**src/rtl/pong_pkg.sv**
```systemverilog
// Shared Pong controller definitions: state encoding, game modes, synchronizer default.
package pong_pkg;

    typedef enum logic [2:0] {
        ST_IDLE   = 3'd0,
        ST_CLR    = 3'd1,
        ST_SERVE  = 3'd2,
        ST_PLAY   = 3'd3,
        ST_HIT_LD = 3'd4,
        ST_PT_LD  = 3'd5,
        ST_CHECK  = 3'd6,
        ST_OVER   = 3'd7
    } state_t;

    localparam logic MODE_1P = 1'b0;
    localparam logic MODE_2P = 1'b1;

    localparam int SYNC_STAGES_DEF = 2;

endpackage

```
**src/rtl/pong_ctrl_2p_tick_sync.sv**
```systemverilog
// Brings the divided game clock into the Clk domain; tick_o is a one-cycle pulse per rising edge.
module tick_sync #(
    parameter int STAGES = 2
) (
    input  logic clk_i,
    input  logic rst_n_i,
    input  logic async_i,
    output logic tick_o
);

    logic [STAGES-1:0] sync_q;
    logic              prev_q;

    always_ff @(posedge clk_i) begin
        if (!rst_n_i) begin
            sync_q <= '0;
            prev_q <= 1'b0;
        end else begin
            sync_q <= {sync_q[STAGES-2:0], async_i};
            prev_q <= sync_q[STAGES-1];
        end
    end

    assign tick_o = sync_q[STAGES-1] & ~prev_q;

endmodule

```
**src/rtl/pong_ctrl_2p.sv**
```systemverilog
// Pong game sequencer: drives datapath strobes, holding Clk_out-domain strobes until a game-clock tick.
// Build option PONG_CTRL_SERVE_DELAY_EN: serve waits on the 5 s timer instead of lasting one cycle.
module pong_ctrl_2p
    import pong_pkg::*;
#(
    parameter int SYNC_STAGES = SYNC_STAGES_DEF
) (
    input  logic       Clk,
    input  logic       Rst,
    input  logic       start,
    input  logic       mode,
    input  logic       hit,
    input  logic       miss_l,
    input  logic       miss_r,
    input  logic       T5_out,
    input  logic       winner,
    input  logic       Clk_out,
    output logic       mode_o,
    output logic       T5_en,
    output logic       T5_rst,
    output logic       T20_en,
    output logic       T20_rst,
    output logic       Lvl_clr,
    output logic       Hit_ld,
    output logic       Hit_clr,
    output logic       P1_ld,
    output logic       P1_clr,
    output logic       P2_ld,
    output logic       P2_clr,
    output logic       ball_rst,
    output logic       ball_run,
    output logic [2:0] state_o
);

`ifdef PONG_CTRL_SERVE_DELAY_EN
    localparam logic SERVE_DELAY = 1'b1;
`else
    localparam logic SERVE_DELAY = 1'b0;
`endif

    state_t state_q, state_d;
    logic   mode_d;
    logic   credit_p1_q, credit_p1_d;
    logic   miss_pend_q, miss_pend_d;
    logic   tick;
    logic   any_miss;
    logic   entry;

    tick_sync #(.STAGES(SYNC_STAGES)) u_tick_sync (
        .clk_i   (Clk),
        .rst_n_i (Rst),
        .async_i (Clk_out),
        .tick_o  (tick)
    );

    assign any_miss = miss_l | miss_r;
    assign entry    = (state_d != state_q);
    assign state_o  = state_q;

    always_comb begin
        state_d     = state_q;
        mode_d      = mode_o;
        credit_p1_d = credit_p1_q;
        miss_pend_d = miss_pend_q;
        unique case (state_q)
            ST_IDLE, ST_OVER: begin
                if (start) begin
                    mode_d  = mode;
                    state_d = ST_CLR;
                end
            end
            ST_CLR:   if (tick) state_d = ST_SERVE;
            ST_SERVE: if (!SERVE_DELAY || T5_out) state_d = ST_PLAY;
            ST_PLAY: begin
                // A miss always outranks a simultaneous hit.
                if (mode_o == MODE_1P) begin
                    if (any_miss) begin
                        state_d = ST_OVER;
                    end else if (hit) begin
                        state_d     = ST_HIT_LD;
                        miss_pend_d = 1'b0;
                    end
                end else if (miss_l && miss_r) begin
                    state_d = ST_SERVE;
                end else if (any_miss) begin
                    credit_p1_d = miss_r;
                    state_d     = ST_PT_LD;
                end
            end
            ST_HIT_LD: begin
                if (any_miss) miss_pend_d = 1'b1;
                if (tick) begin
                    state_d     = (miss_pend_q || any_miss) ? ST_OVER : ST_PLAY;
                    miss_pend_d = 1'b0;
                end
            end
            ST_PT_LD: if (tick) state_d = ST_CHECK;
            ST_CHECK: state_d = winner ? ST_OVER : ST_SERVE;
            default:  state_d = ST_IDLE;
        endcase
    end

    // Outputs are decoded from the next state so every strobe is registered alongside it.
    always_ff @(posedge Clk) begin
        if (!Rst) begin
            state_q     <= ST_IDLE;
            credit_p1_q <= 1'b0;
            miss_pend_q <= 1'b0;
            mode_o      <= MODE_1P;
            T5_en       <= 1'b0;
            T5_rst      <= 1'b0;
            T20_en      <= 1'b0;
            T20_rst     <= 1'b0;
            Lvl_clr     <= 1'b0;
            Hit_ld      <= 1'b0;
            Hit_clr     <= 1'b0;
            P1_ld       <= 1'b0;
            P1_clr      <= 1'b0;
            P2_ld       <= 1'b0;
            P2_clr      <= 1'b0;
            ball_rst    <= 1'b1;
            ball_run    <= 1'b0;
        end else begin
            state_q     <= state_d;
            credit_p1_q <= credit_p1_d;
            miss_pend_q <= miss_pend_d;
            mode_o      <= mode_d;
            T5_rst      <= SERVE_DELAY && (state_d == ST_SERVE) && entry;
            T5_en       <= SERVE_DELAY && (state_d == ST_SERVE) && !entry;
            T20_en      <= (state_d == ST_PLAY) && (mode_d == MODE_1P);
            T20_rst     <= (state_d == ST_CLR) && entry;
            Lvl_clr     <= (state_d == ST_CLR) && entry;
            Hit_clr     <= (state_d == ST_CLR);
            P1_clr      <= (state_d == ST_CLR);
            P2_clr      <= (state_d == ST_CLR);
            Hit_ld      <= (state_d == ST_HIT_LD);
            P1_ld       <= (state_d == ST_PT_LD) && credit_p1_d;
            P2_ld       <= (state_d == ST_PT_LD) && !credit_p1_d;
            ball_rst    <= (state_d == ST_IDLE) || (state_d == ST_SERVE);
            ball_run    <= (state_d == ST_PLAY) || (state_d == ST_HIT_LD);
        end
    end

endmodule
```
**config.mk**
```make
export PLATFORM = sky130hd
export DESIGN_NAME = pong_ctrl_2p
export DESIGN_NICKNAME = d
export VERILOG_FILES = /design/src/rtl/pong_pkg.sv /design/src/rtl/pong_ctrl_2p_tick_sync.sv /design/src/rtl/pong_ctrl_2p.sv
export SDC_FILE = /design/constraint.sdc
export NUM_CORES = 1
export LEC_CHECK = 0
export ABC_AREA = 1
export CAP_MARGIN = 20
export CORE_MARGIN = 1
export CORE_UTILIZATION = 30
export DETAILED_ROUTE_END_ITERATION = 12
export GPL_TIMING_DRIVEN = 0
export HOLD_SLACK_MARGIN = 0.03
export PLACE_DENSITY = 0.64
export RECOVER_POWER = 50
export SLEW_MARGIN = 10
export SYNTH_ARGS = -nofsm -noshare
export SYNTH_HDL_FRONTEND = slang
export SYNTH_SLANG_ARGS = --single-unit
```
**constraint.sdc**
```tcl
create_clock -name Clk -period 1.5 [get_ports Clk]
set_clock_uncertainty 0.15 [all_clocks]
set_input_delay 0.45 -clock Clk [delete_from_list [all_inputs] [get_ports Clk]]
set_output_delay 0.45 -clock Clk [all_outputs]
set_load 0.01 [all_outputs]
```
# Yosys cells after proc, flatten, opt, wreduce, memory -nomap -nowiden
# Index checks and enable logic that the tools add are counted.
[op_classes] n_eq_ne=17 muxes=24 bitwise_logic=4 reduce_logical=14
[ops] operator="$mux W3" count=11
[ops] operator="$pmux W3 S7" count=1
[ops] operator="$eq A3 B3 Y1 const B" count=6
[ops] operator="$eq A3 B2 Y1 const B" count=4
[ops] operator="$mux W1" count=11
[ops] operator="$eq A3 B1 Y1 const B" count=2
[ops] operator="$logic_not A3 Y1" count=2
[ops] operator="$ne A2 B2 Y1 const B" count=3
[ops] operator="$logic_and A1 B1 Y1" count=5
[ops] operator="$reduce_and A5 Y1" count=1
[ops] operator="$logic_or A1 B1 Y1" count=3
[ops] operator="$ne A3 B3 Y1" count=1
[ops] operator="$ne A3 B3 Y1 const B" count=1
[ops] operator="$not A1 Y1" count=2
[ops] operator="$pmux W1 S2" count=1
[ops] operator="$reduce_bool A2 Y1" count=1
[ops] operator="$reduce_or A2 Y1" count=1
[ops] operator="$and A1 B1 Y1" count=1
[ops] operator="$logic_not A1 Y1" count=1
[ops] operator="$or A1 B1 Y1" count=1
[word_totals] register_bits=17 inputBits=10

# Logic depth before layout (Yosys ltp)
[logic_depth] ltp_word=7 ltp_mapped=10

# Cells and area by module
# From an unflattened synthesis, not the netlist that was laid out.
[hier_totals] cells_unflattened=136 hier_area_um2=979.7
[modules_own_cells] mod="pong_ctrl_2p" n_inst=1 cells_each=125 area_per_inst_um2=887.1
[modules_own_cells] mod="tick_sync" n_inst=1 cells_each=11 area_per_inst_um2=92.6

# Worst setup path after synthesis
# Ideal clock, no wire load.
[synth_timing] path_kind="register to register" startpoint="register state_q[0], in the netlist state_o[0]" endpoint="register ball_rst" arrival_time_ns=1.202 path_slack_ns=0.040 stages_incl_launch_ff=11 n_path_buf=1 path_cell_list="dfxtp_1 buf_2 nand3_1 nor2_1 nand2_1 nand2_1 nand2_1 nand3_2 nand2_1 nand2_1 inv_2"
[synth_via] elab_chain_cells=6 word_cells_on_any_way=22 cone_classes="eq/ne (8); mux (10); reduce/logical (4)"
[synth_lines] element="start: declaration" line="pong_ctrl_2p.sv:41" text="state_t state_q, state_d;"
[synth_lines] element="start signal: assignment" line="pong_ctrl_2p.sv:124" text="state_q <= state_d;"
[synth_lines] element="$mux W3, on equally long branches" line="pong_ctrl_2p.sv:79, pong_ctrl_2p.sv:85"
[synth_lines] element="$mux W3, on equally long branches" line="pong_ctrl_2p.sv:77, pong_ctrl_2p.sv:83"
[synth_lines] element="$mux W3" line="pong_ctrl_2p.sv:76" text="if (mode_o == MODE_1P) begin"
[synth_lines] element="$pmux W3 S7 (*)" line="pong_ctrl_2p.sv:65" text="unique case (state_q)"
[synth_lines] element="$eq A3 B2 Y1 or $logic_not A3 Y1 (tied branches)" line="pong_ctrl_2p.sv:139" text="ball_rst <= (state_d == ST_IDLE) || (state_d == ST_SERVE);"
[synth_lines] element="$logic_or A1 B1 Y1 (*)" line="pong_ctrl_2p.sv:139"
[synth_lines] element="end signal: assignment" line="pong_ctrl_2p.sv:139"
[synth_lines] element="end: declaration" line="pong_ctrl_2p.sv:30" text="output logic ball_rst,"
# Mark *: on every way between the ends. The rest lies on a longest branch, timed or not.
# A chain may end at the register's enable or synchronous reset.

# Worst setup path in the final report
[layout_timing] startpoint="register state_q[0], in the netlist state_o[0]" endpoint="register T20_en"
[layout_via] elab_chain_cells=6 word_cells_on_any_way=23 cone_classes="eq/ne (8); mux (11); bitwise (1); reduce/logical (3)"
[layout_lines] element="$mux W3, on equally long branches" line="pong_ctrl_2p.sv:79, pong_ctrl_2p.sv:85"
[layout_lines] element="$mux W3, on equally long branches" line="pong_ctrl_2p.sv:77, pong_ctrl_2p.sv:83"
[layout_lines] element="$mux W3" line="pong_ctrl_2p.sv:76"
[layout_lines] element="$pmux W3 S7" line="pong_ctrl_2p.sv:65"
[layout_lines] element="$eq A3 B2 Y1" line="pong_ctrl_2p.sv:130" text="T20_en <= (state_d == ST_PLAY) && (mode_d == MODE_1P);"
[layout_lines] element="$logic_and A1 B1 Y1 (*)" line="pong_ctrl_2p.sv:130"
[layout_lines] element="end signal: assignment" line="pong_ctrl_2p.sv:130"
[layout_lines] element="end: declaration" line="pong_ctrl_2p.sv:21" text="output logic T20_en,"
# Marks and branches as above.

==> summary by stage <==
Global routing
The total overflow reported by the global router is 0. The peak-usage layer in the global routing report is met2. The total global routing track utilization is 13.7%.

The number of global-route vias before repair is about 860. The global-route track usage on met1 is about 16%. The number of antenna violations at the first check in global routing came to 0. The maximum number of pins on one net before global-route repair is 10. In the global route stage, met3 resource usage came out at ~3.3%. The first global-routing pass estimated ~3400 um of wire. The global routing usage on met2 is 22.7%.

Placement
The cell area after placement is 1130 um^2. Once detailed placement completed, the half-perimeter wirelength came to 1400 um. The number of cells in the design after placement is 183.

The final weighted congestion in routability-driven placement is 0.886. The count of buffers from port buffering is 22.

Timing
Setup repair after global routing could not meet its margin everywhere. The time the worst path needs with I/O delays and setup is 1.52 ns. Setup slack on the critical path of the routed design comes to -0.0228 ns.

The peak clock frequency supported by timing is 0.657 GHz. Setup violations remaining at the end of the flow were counted as 3. The ratio of final minimum period to clock period is 102%. The hold violation total from the final report is 0.

The number of max-slew violations in the final report is 0.

Finish
Once layout is complete, the utilization of the core stands at 49.6%. In the layout the commonest cells are nand2_1, inv_1, buf_4. The commonest non-fill, non-tap cell in the layout is nand2_1. The net total in the final layout is 176. Compared with the post-synthesis result, the final layout area differs by 57.7%. The number of antenna repair diodes is 0.

The final cell count without fillers is ~200. The post-route cell area is 1370 um^2. The share of cells above drive strength 1 is 43.6%.

Yosys
Counting every instance in the synthesized netlist gives between 100 and 150. Summed over its instances, the top area cell type makes up 39.2% of the synthesized netlist area. The sequential area share after synthesis is 39.2%. The mean instance size in the synthesized netlist is 6.72 um^2.

Synthesis instantiated 26 different standard cells from the library. The netlist area before placement is about 870 um^2. In this run, synthesis produced a sequential element count of 17. The synthesis warning total is 0. Ranked by total cell area, the synthesized netlist is headed by dfxtp_1, nand2_1, inv_1, nor2_1, nand3_1. dfxtp_1 takes more of the synthesized area than any other cell.

Worst setup path
In this run the worst path has a maximum fanout of 8. The worst setup path is launched from a flip-flop. Data arrives at the worst endpoint at between 1.5 and 2 ns.

The largest stage delay on the critical path is 0.36 ns. The data required time at the worst endpoint is roughly 1.6 ns. Counting cells, the worst reg-to-reg path comes to 9. The category of the critical setup timing path is flip-flop to flip-flop. The slowest stage of the critical path is the dfxtp_2 cell. Walking the worst path, the cells encountered are buf_8, nand2_2, nor2_4, nand3_2, nand2_4, nand2_4, nor2_4, nand3_2, nor2_1. The worst setup path is captured at a flip-flop.

Pwr
The internal power component is around 1.5 mW. The net switching power is 1.33 mW. The power density of the placed cells is 2070 nW/um^2.

Net switching is 47.0% of the power. The leakage power total is around 0.67 nW. The worst-case IR drop observed on VDD is 1440 uV. The combinational share of power is between 60% and 70%.

In this run, flip-flops and latches consume 26.0% of the power. The post-route total power is ~2.8 mW. In this run, the clock network consumes roughly 8.6% of the power.

Clock network
CTS built an H-tree with a depth of 1. The clock tree from TritonCTS is built. The number of sinks driven by the clock tree is 17. The clock-pin slew reported for the worst setup and hold paths after clock tree synthesis is 0.09 ns.

The cell at the root of the clock tree is clkbuf_4. Buffers inserted during clock tree synthesis total 3. The clock reaches the later pin of the worst-skew pair after 0.29 ns.

After clock tree synthesis, the flow added hold-fix buffers numbering 0. Counting along the longest clock path gives a buffer depth of 2.

Routing
In the final routed layout, each cell accounts on average for 11.3 um. The first routing iteration left 27 violations. The detailed router placed 909 vias in this run. After detailed routing, the number of vias per cell comes to 4.64. In this run the remaining antenna-violating nets after routing total 0. After detailed routing, the total wire length is 2220 um. After detailed routing, the number of remaining DRC violations is 0. The first detailed-routing pass ran for 4 iterations.

Floorplanning
The full die area is 3110 um^2. The height of the die is roughly 56 um. The number of rows created at floorplan is 19. The initial cell density of the core is 31.4%. The I/O pin count is 27. The floorplan step defined a core boundary enclosing 2760 um^2. The die is 55.8 um wide.

Outcome
The run finished, with violations left. The checks that failed: setup timing.

Flow run
Across the run, the number of max-cap violations was 0.

Hold path
In this run the worst hold path is classified as flip-flop to flip-flop. Along the worst hold path, the cell count comes to 2.
==> state kept, by name, indices dropped and copies added, names as in the netlist <==
name	count
ball_run	1
miss_pend_q	1
ball_rst	1
P2_clr	1
P1_ld	1
u_tick_sync.sync_q	2
P2_ld	1
T20_en	1
credit_p1_q	1
mode_o	1
Hit_ld	1
state_o	3
Lvl_clr	1
u_tick_sync.prev_q	1
==> final timing paths <==
kind / start / endpoint / slack (ns)
worst min register to register: u_tick_sync.sync_q[0] / u_tick_sync.sync_q[1] / 0.29
worst min-delay path: u_tick_sync.sync_q[0] / u_tick_sync.sync_q[1] / 0.29
worst max-delay path: state_o[0] / T20_en / -0.02
worst max register to register: state_o[0] / T20_en / -0.02
==> logic make-up (layout without fill, tap and decap cells) <==
group	count (synthesis)	in the layout	share of synthesized area, %
AOI/OAI and AO/OA	14	14	9.38
buffers and inverters	32	67	16.2
DFF	17	17	39.3
other	1	2	0.432
and+or+nand+nor	65	65	34.8
==> worst max-delay path, delay by kind of cell, from the launching register on <==
kind	cells	cell delay, ns
flops	1	0.36
buf+inv	1	0.14
simple gates	8	0.83
==> power by group through the flow <==
stage	registers, mW	clock network [mW]	logic, mW
final	0.736	0.242	1.85
after floorplan	0.727	0	0.817
after detailed placement	0.696	0	1.31
after global placement	0.691	0	1.29
after global routing	0.755	0.267	2.01
after CTS	0.708	0.246	1.42
==> routing by layer <==
metal	wire, um	vias up
li1	-	467
met1	917	416
met2	1120	17
met3	86	9
met4	93	0
met5	0	-
==> area by class of cell <==
class,count,area (um^2)
tap,31,38.8
timing repair buffer,31,260
inverter,25,96.3
fill,267,1390
clock buffer,4,26.3
buffer,7,56.3
sequential,17,355
multi-input combinational,81,534
==> timing repair <==
action | 4_1_cts | 5_1_grt
pin swaps | 10 | 12
gates resized for setup | 66 | 42
setup buffers | 7 | 2
setup endpoints to repair | 26 | 20
==> through the flow <==
stage / setup WS, ns / hold slack (ns) / setup TNS (ns)
2_1_floorplan: 0.0396 / 0.240 / 0
3_3_place_gp: -0.530 / 0.246 / -6.15
3_5_place_dp: -0.569 / 0.266 / -6.61
4_1_cts: 0.00295 / 0.289 / 0
5_1_grt: -0.0995 / 0.311 / -0.631
6_report: -0.0228 / 0.289 / -0.0424
==> cell usage after synthesis, drive strengths merged <==
master	n
clkinv	1
a221oi	1
inv	24
nand3	11
nand4	2
and3	1
nor3	2
nand2	32
nand3b	1
o21ai	9
conb	1
nor2	16
dfxtp	17
clkbuf	1
buf	6
a21oi	4
(Power assumes the default switching activity.)
